### src/rtl/sar_pkg.sv
// Shared types and helpers for the successive-approximation bit sequencer.
package sar_pkg;

  typedef enum logic {
    IDLE,
    CONVERT
  } sar_state_t;

  // One-hot pattern with only bit (nbits-1) set; callers narrow to their width.
  function automatic logic [15:0] msb_onehot(input int unsigned nbits);
    msb_onehot = 16'h0001 << (nbits - 1);
  endfunction

endpackage

### src/rtl/sar_bit_sequencer.sv
// Successive-approximation sequencer: walks a one-hot pointer MSB->LSB,
// waits SETTLE_CYCLES per bit, latches the comparator and drives the DAC trial code.
module sar_bit_sequencer
  import sar_pkg::*;
#(
  parameter  int unsigned NBITS         = 10,
  parameter  int unsigned SETTLE_CYCLES = 1,
  localparam int unsigned CNT_W         = $clog2(SETTLE_CYCLES + 1)
) (
  input  logic             clk,
  input  logic             rst,
  input  logic             start,
  input  logic             abort,
  input  logic             cmp_in,
  output logic [NBITS-1:0] bitctrl,
  output logic [NBITS-1:0] trial,
  output logic             busy,
  output logic             done,
  output logic [NBITS-1:0] result
);

  localparam logic [NBITS-1:0] MSB_ONEHOT = NBITS'(msb_onehot(NBITS));
  localparam logic [CNT_W-1:0] CNT_LAST   = CNT_W'(SETTLE_CYCLES - 1);

  sar_state_t       r_state,   w_state_nxt;
  logic [NBITS-1:0] r_bitctrl, w_bitctrl_nxt;
  logic [NBITS-1:0] r_work,    w_work_nxt;
  logic [NBITS-1:0] r_result,  w_result_nxt;
  logic [CNT_W-1:0] r_cnt,     w_cnt_nxt;
  logic             r_busy,    w_busy_nxt;
  logic             r_done,    w_done_nxt;
  logic [NBITS-1:0] w_decided;

  // Working code with the bit under test replaced by the comparator decision.
  assign w_decided = (r_work & ~r_bitctrl) | (cmp_in ? r_bitctrl : '0);

  always_ff @(posedge clk or posedge rst) begin
    if (rst) begin
      r_state <= IDLE;
    end else begin
      r_state <= w_state_nxt;
    end
  end

  always_ff @(posedge clk or posedge rst) begin
    if (rst) begin
      r_bitctrl <= '0;
      r_work    <= '0;
      r_result  <= '0;
      r_cnt     <= '0;
      r_busy    <= 1'b0;
      r_done    <= 1'b0;
    end else begin
      r_bitctrl <= w_bitctrl_nxt;
      r_work    <= w_work_nxt;
      r_result  <= w_result_nxt;
      r_cnt     <= w_cnt_nxt;
      r_busy    <= w_busy_nxt;
      r_done    <= w_done_nxt;
    end
  end

  always_comb begin
    w_state_nxt   = r_state;
    w_bitctrl_nxt = r_bitctrl;
    w_work_nxt    = r_work;
    w_result_nxt  = r_result;
    w_cnt_nxt     = r_cnt;
    w_busy_nxt    = r_busy;
    w_done_nxt    = 1'b0;
    unique case (r_state)
      IDLE: begin
        if (start) begin
          w_state_nxt   = CONVERT;
          w_bitctrl_nxt = MSB_ONEHOT;
          w_work_nxt    = '0;
          w_cnt_nxt     = '0;
          w_busy_nxt    = 1'b1;
        end
      end
      CONVERT: begin
        // Abort outranks a decision that would fall on the same edge.
        if (abort) begin
          w_state_nxt   = IDLE;
          w_bitctrl_nxt = '0;
          w_cnt_nxt     = '0;
          w_busy_nxt    = 1'b0;
        end else if (r_cnt == CNT_LAST) begin
          w_work_nxt    = w_decided;
          w_cnt_nxt     = '0;
          w_bitctrl_nxt = r_bitctrl >> 1;
          if (r_bitctrl[0]) begin
            w_result_nxt = w_decided;
            w_done_nxt   = 1'b1;
            w_busy_nxt   = 1'b0;
            w_state_nxt  = IDLE;
          end
        end else begin
          w_cnt_nxt = r_cnt + CNT_W'(1);
        end
      end
      default: begin
        w_state_nxt   = IDLE;
        w_bitctrl_nxt = '0;
        w_busy_nxt    = 1'b0;
      end
    endcase
  end

  assign bitctrl = r_bitctrl;
  assign trial   = r_work | r_bitctrl;
  assign busy    = r_busy;
  assign done    = r_done;
  assign result  = r_result;

endmodule
### config.mk
export PLATFORM = sky130hd
export DESIGN_NAME = sar_bit_sequencer
export DESIGN_NICKNAME = d
export VERILOG_FILES = /design/src/rtl/sar_pkg.sv /design/src/rtl/sar_bit_sequencer.sv
export SDC_FILE = /design/constraint.sdc
export NUM_CORES = 1
export LEC_CHECK = 0
export CORE_MARGIN = 5
export CORE_UTILIZATION = 47
export DETAILED_ROUTE_END_ITERATION = 6
export PLACE_DENSITY = 0.79
export SLEW_MARGIN = 20
export SYNTH_ARGS = -nofsm -noshare
export SYNTH_HDL_FRONTEND = slang
export SYNTH_SLANG_ARGS = --single-unit
### constraint.sdc
create_clock -name clk -period 1.8 [get_ports clk]
set_input_delay 0.18 -clock clk [delete_from_list [all_inputs] [get_ports clk]]
set_output_delay 0.18 -clock clk [all_outputs]
set_load 0.005 [all_outputs]
* Yosys cells after proc, flatten, opt, wreduce, memory -nomap -nowiden
Cells that the tools add are included.
** Word-level totals
- Bits in read-only memories :: 0
- Latch bits :: 0
- Memories :: 0
- Flip-flop bits (word level) :: 34
- Input bits :: 5
- RAM bits :: 0
** Cells by class
- Add/subtract/negate cells :: 1
- Divide/modulo/power cells :: 0
- Equal/unequal tests :: 5
- Reductions and logical operators :: 4
- Magnitude comparators :: 0
- Bitwise gates (word level) :: 7
- Muxes and demuxes :: 27
- Multiply operators :: 0
- Shift operators :: 0
** Operators with widths (count)
- $mux 10 :: 7
- $pmux 10 s2 :: 2
- $or 10x10->10 :: 2
- $mux 1 :: 15
- $and 10x10->10 :: 1
- $not 10->10 :: 1
- $ne 2x2->1 const B :: 3
- $pmux 1 s2 :: 3
- $reduce_and 3->1 :: 2
- $reduce_and 4->1 :: 1
- $ne 3x2->1 const B :: 1
- $ne 3x3->1 const B :: 1
- $not 1->1 :: 3
- $reduce_and 2->1 :: 1
- $add 1x1->1 const B :: 1

* Longest topological paths before layout
- Word-level depth :: 6
- Mapped depth :: 6

* Worst setup path before layout
No wires, ideal clock.
- Kind :: reg2reg
- Start :: register r_state
- End :: register r_result[0], in the netlist result[0]
- Setup time :: 121 ps
- Stages on the path, launching flop included :: 7
- Path slack :: 490 ps
- Clock period less this slack :: 1310 ps
- Arrival time :: 1189 ps
- Cell sequence :: dfrtp_1 > buf_6 > nor2b_4 > buf_6 > and2_4 > buf_6 > a22o_1
** On the way
- Cells in the longest elaborated chain, start to end :: 1
** RTL lines
- start: declaration :: line sar_bit_sequencer.sv:25 : sar_state_t r_state, w_state_nxt;
- start signal: assignment :: line sar_bit_sequencer.sv:41 : r_state <= w_state_nxt;
- $reduce_and 4->1 (no line)
- end signal: assignment :: line sar_bit_sequencer.sv:56 : r_result <= w_result_nxt;
- end: declaration :: line sar_bit_sequencer.sv:28 : logic [NBITS-1:0] r_result, w_result_nxt;
No other way between the ends.
A chain may end at the register's enable or synchronous reset.

* Worst setup path after layout
- Start :: register r_bitctrl[5], in the netlist bitctrl[5]
- End :: output port trial[5]
** On the way
- Cells in the longest elaborated chain, start to end :: 1
** RTL lines
- start: declaration :: line sar_bit_sequencer.sv:26 : logic [NBITS-1:0] r_bitctrl, w_bitctrl_nxt;
- start signal: assignment :: line sar_bit_sequencer.sv:54 : r_bitctrl <= w_bitctrl_nxt;
- $or 10x10->10 :: line sar_bit_sequencer.sv:111 : assign trial = r_work | r_bitctrl;
- end: declaration :: line sar_bit_sequencer.sv:16 : output logic [NBITS-1:0] trial,
No other way between the ends.

==> flow_metrics.py <==
metrics = {
    "logic_synthesis": {
        "synth_edf_count": 0,
        "synthArstFlopShare": 1.00,
        "synth_top_family_by_area": "simple AND/OR/NAND/NOR gates",
        "syn_avg_cell_area_um2": 10.7,
        "synthMuxAreaShare": 0.0716,
        "synth_xor_area_frac": 0,
        "synth_compound_area_frac": 0.115,
        "netlist_area_um2": 1420,
        "synth.distinct_cells": 18,
        "netlist_top_cells_area": "dfrtp_1 (58%), nand2_1 (9.8%), a32o_1 (6.4%), mux2i_1 (6.4%), or2_2 (4.4%)",
        "synth_ff_type": "dfrtp_1",
        "synth_adder_area_share": 0,
        "synth.top_cell.area_share": 0.584,
        "synth-seq-cells": 33,
        "syn_inst": 132,
        "ys_seq_area_frac": 0.584,
        "yosysTopAreaCell": "dfrtp_1",
        "yosys_warnings": 0,
        "synth_fp_nets": 137,
        "synth-simple-area-share": 0.190,
    },
    "grt": {
        "antenna_found_initial": 0,
        "gr-usage-all-layers": 0.154,
        "grt-ovfl-total": 0,
        "grt_pass1_vias": 1044,
        "grt_max_degree": 34,
        "grt_first_pass_wirelength_um": 4970,
    },
    "clock_tree": {
        "cts_setup_buffers": 0,
        "h-tree-depth": 2,
        "numCtsBuffers": 5,
        "cts-root-buf": "clkbuf_4",
        "cts_resized": 0,
        "clk_pin_slew_ps": 100,
        "insertion_delay_ps": 320,
        "hold_buffers": 0,
        "cts_tree": "built",
        "cts_buffer_depth": 2,
        "clock-sinks": 33,
    },
    "critical_path": {
        "r2r_start": "r_state$_DFF_PP0_",
        "critPathKind": "reg2out",
        "rrSetupSlack_ps": 500,
        "cp_num_buf_inv": 1,
        "startpoint": "bitctrl[5]$_DFFE_PP0P_",
        "endpoint_kind": "primary output",
        "crit_required_ps": 1620,
        "critical-path-max-stage-delay_ps": 470,
        "worst_setup_path_start_kind": "register",
        "arrival_ps": 1540,
        "cp_cell_sequence": "or2_2 > clkdlybuf4s50_1",
        "crit_fanout": 6,
        "critPathTopFamily": "flip-flops",
        "cp_slowest_cell": "dfrtp_1",
    },
    "place": {
        "placement.io_buffers": 36,
        "post-dp-hpwl_um": 2100,
        "post-place-ws_ps": 264,
        "place_congestion": 0.749,
    },
    "cells_and_area": {
        "final_common_cell": "nand2_1",
        "layout-drive-gt1-share": 0.139,
        "nFillCells": 237,
        "layout_common_cells": "nand2_1 (37), clkdlybuf4s50_1 (36), dfrtp_1 (33)",
        "syn_to_final_growth_pct": 32.0,
        "multi_input_area_um2": 533,
        "final_nets": 177,
        "ff_latch_area_um2": 826,
        "diodes": 0,
    },
    "sta": {
        "clock.fmax_mhz": 581,
        "setup_violations": 0,
        "tightest_slew_ps": 587,
        "slew_headroom": 0.607,
        "min_period_ps": 1720,
        "layout_setup_ws_ps": 77.5,
        "drv_slew": 0,
        "finalHoldViolCount": 0,
        "skew_ps": 5.10,
        "fin_crit_sh": 0.957,
        "fin_tns_setup_ps": 0,
        "rsz0062_at_grt": "false",
    },
    "route": {
        "drtIter0Drc": 44,
        "firstDrtPassIters": 4,
        "vias": 1069,
        "avgViaCountPerCell": 5.19,
        "ant_nets": 0,
        "drc": 0,
        "drt-total-wl_um": 2880,
        "wire_per_inst_um": 14.0,
    },
    "floorplanning": {
        "initial_core_util": 0.475,
        "std_cell_rows": 20,
        "core-area_um2": 2980,
        "die-area_um2": 4210,
        "die_y_um": 64.9,
        "io_pins": 37,
        "chipWidth_um": 64.9,
    },
    "run_status": {
        "status": "complete, no violations",
    },
    "power_and_ir_drop": {
        "p_leak_uw": 0.000878,
        "ir_drop_mv": 0.456,
        "power_density_nw_per_um2": 758,
    },
    "flow_run": {
        "maxCapViolCount": 0,
    },
    "hold_path": {
        "hp-class": "in2async",
    },
}
## worst min-delay path, delay by kind of cell
family   cells  cell delay, ps
buf+inv      3             820
## cells in the mapped netlist, types with 2 or more instances
cell and instances:
dfrtp_1 33, o21ai_1 2, a32o_1 9, a22o_1 2
or2_2 10, buf_6 3, mux2i_1 9, nor2_1 5
nand2_1 37, clkbuf_1 4, o21ai_0 9, inv_1 2
nand2b_1 2
## per-stage QoR
stage               hold WS (ps)  instances  area (µm²)  total power (µW)  utilization
floorplan                    287        132        1420               900            -
global placement             460        198        1800               968        0.604
detailed placement           470        198        1800               973        0.604
CTS                          248        206        1870              1440        0.627
global route                 262        206        1870              1490        0.627
finish                       241        206        1870              1420        0.627
## layout make-up
type / count / share of cell area
Clock buffer: 7 / 0.0348
Clock inverter: 1 / 0.00268
Inverter: 2 / 0.00402
Multi-Input combinational cell: 90 / 0.285
Sequential cell: 33 / 0.442
Tap cell: 33 / 0.0221
Timing Repair Buffer: 40 / 0.209
## cells by family (layout without fill, tap and decap cells)
kind of cell	Yosys count	in the layout
AO/OA/AOI/OAI	22	22
buffers and inverters	9	50
flip-flops	33	33
multiplexers	10	10
AND/OR/NAND/NOR	58	58
## sequential cells by signal (all words and copies together), names as in the netlist
register,count
result,10
busy,1
r_state,1
done,1
r_work,10
bitctrl,10
## power breakdown
group          total, µW  internal, µW  switching [µW]
logic                163          89.7            73.4
registers            791           763            28.6
clock network        462           226             236
total               1420          1080             338
## worst paths after layout
check / end / cells after the start
min reg2reg: result[4]$_DFFE_PP0P_ / 2
max in group asynchronous: r_work[2]$_DFFE_PP0P_ / 3
min: result[7]$_DFFE_PP0P_ / 3
max reg2reg: r_work[4]$_DFFE_PP0P_ / 2
min in group clk: result[4]$_DFFE_PP0P_ / 2
max: trial[5] / 2
## layer usage
layer,part of all wire,vias up,global-route usage
met5,0,-,0
met4,0.016,0,0.0712
met3,0.050,5,0.0399
met2,0.49,33,0.258
met1,0.45,505,0.183
li1,-,526,-
Power figures use the tool's default switching activity.
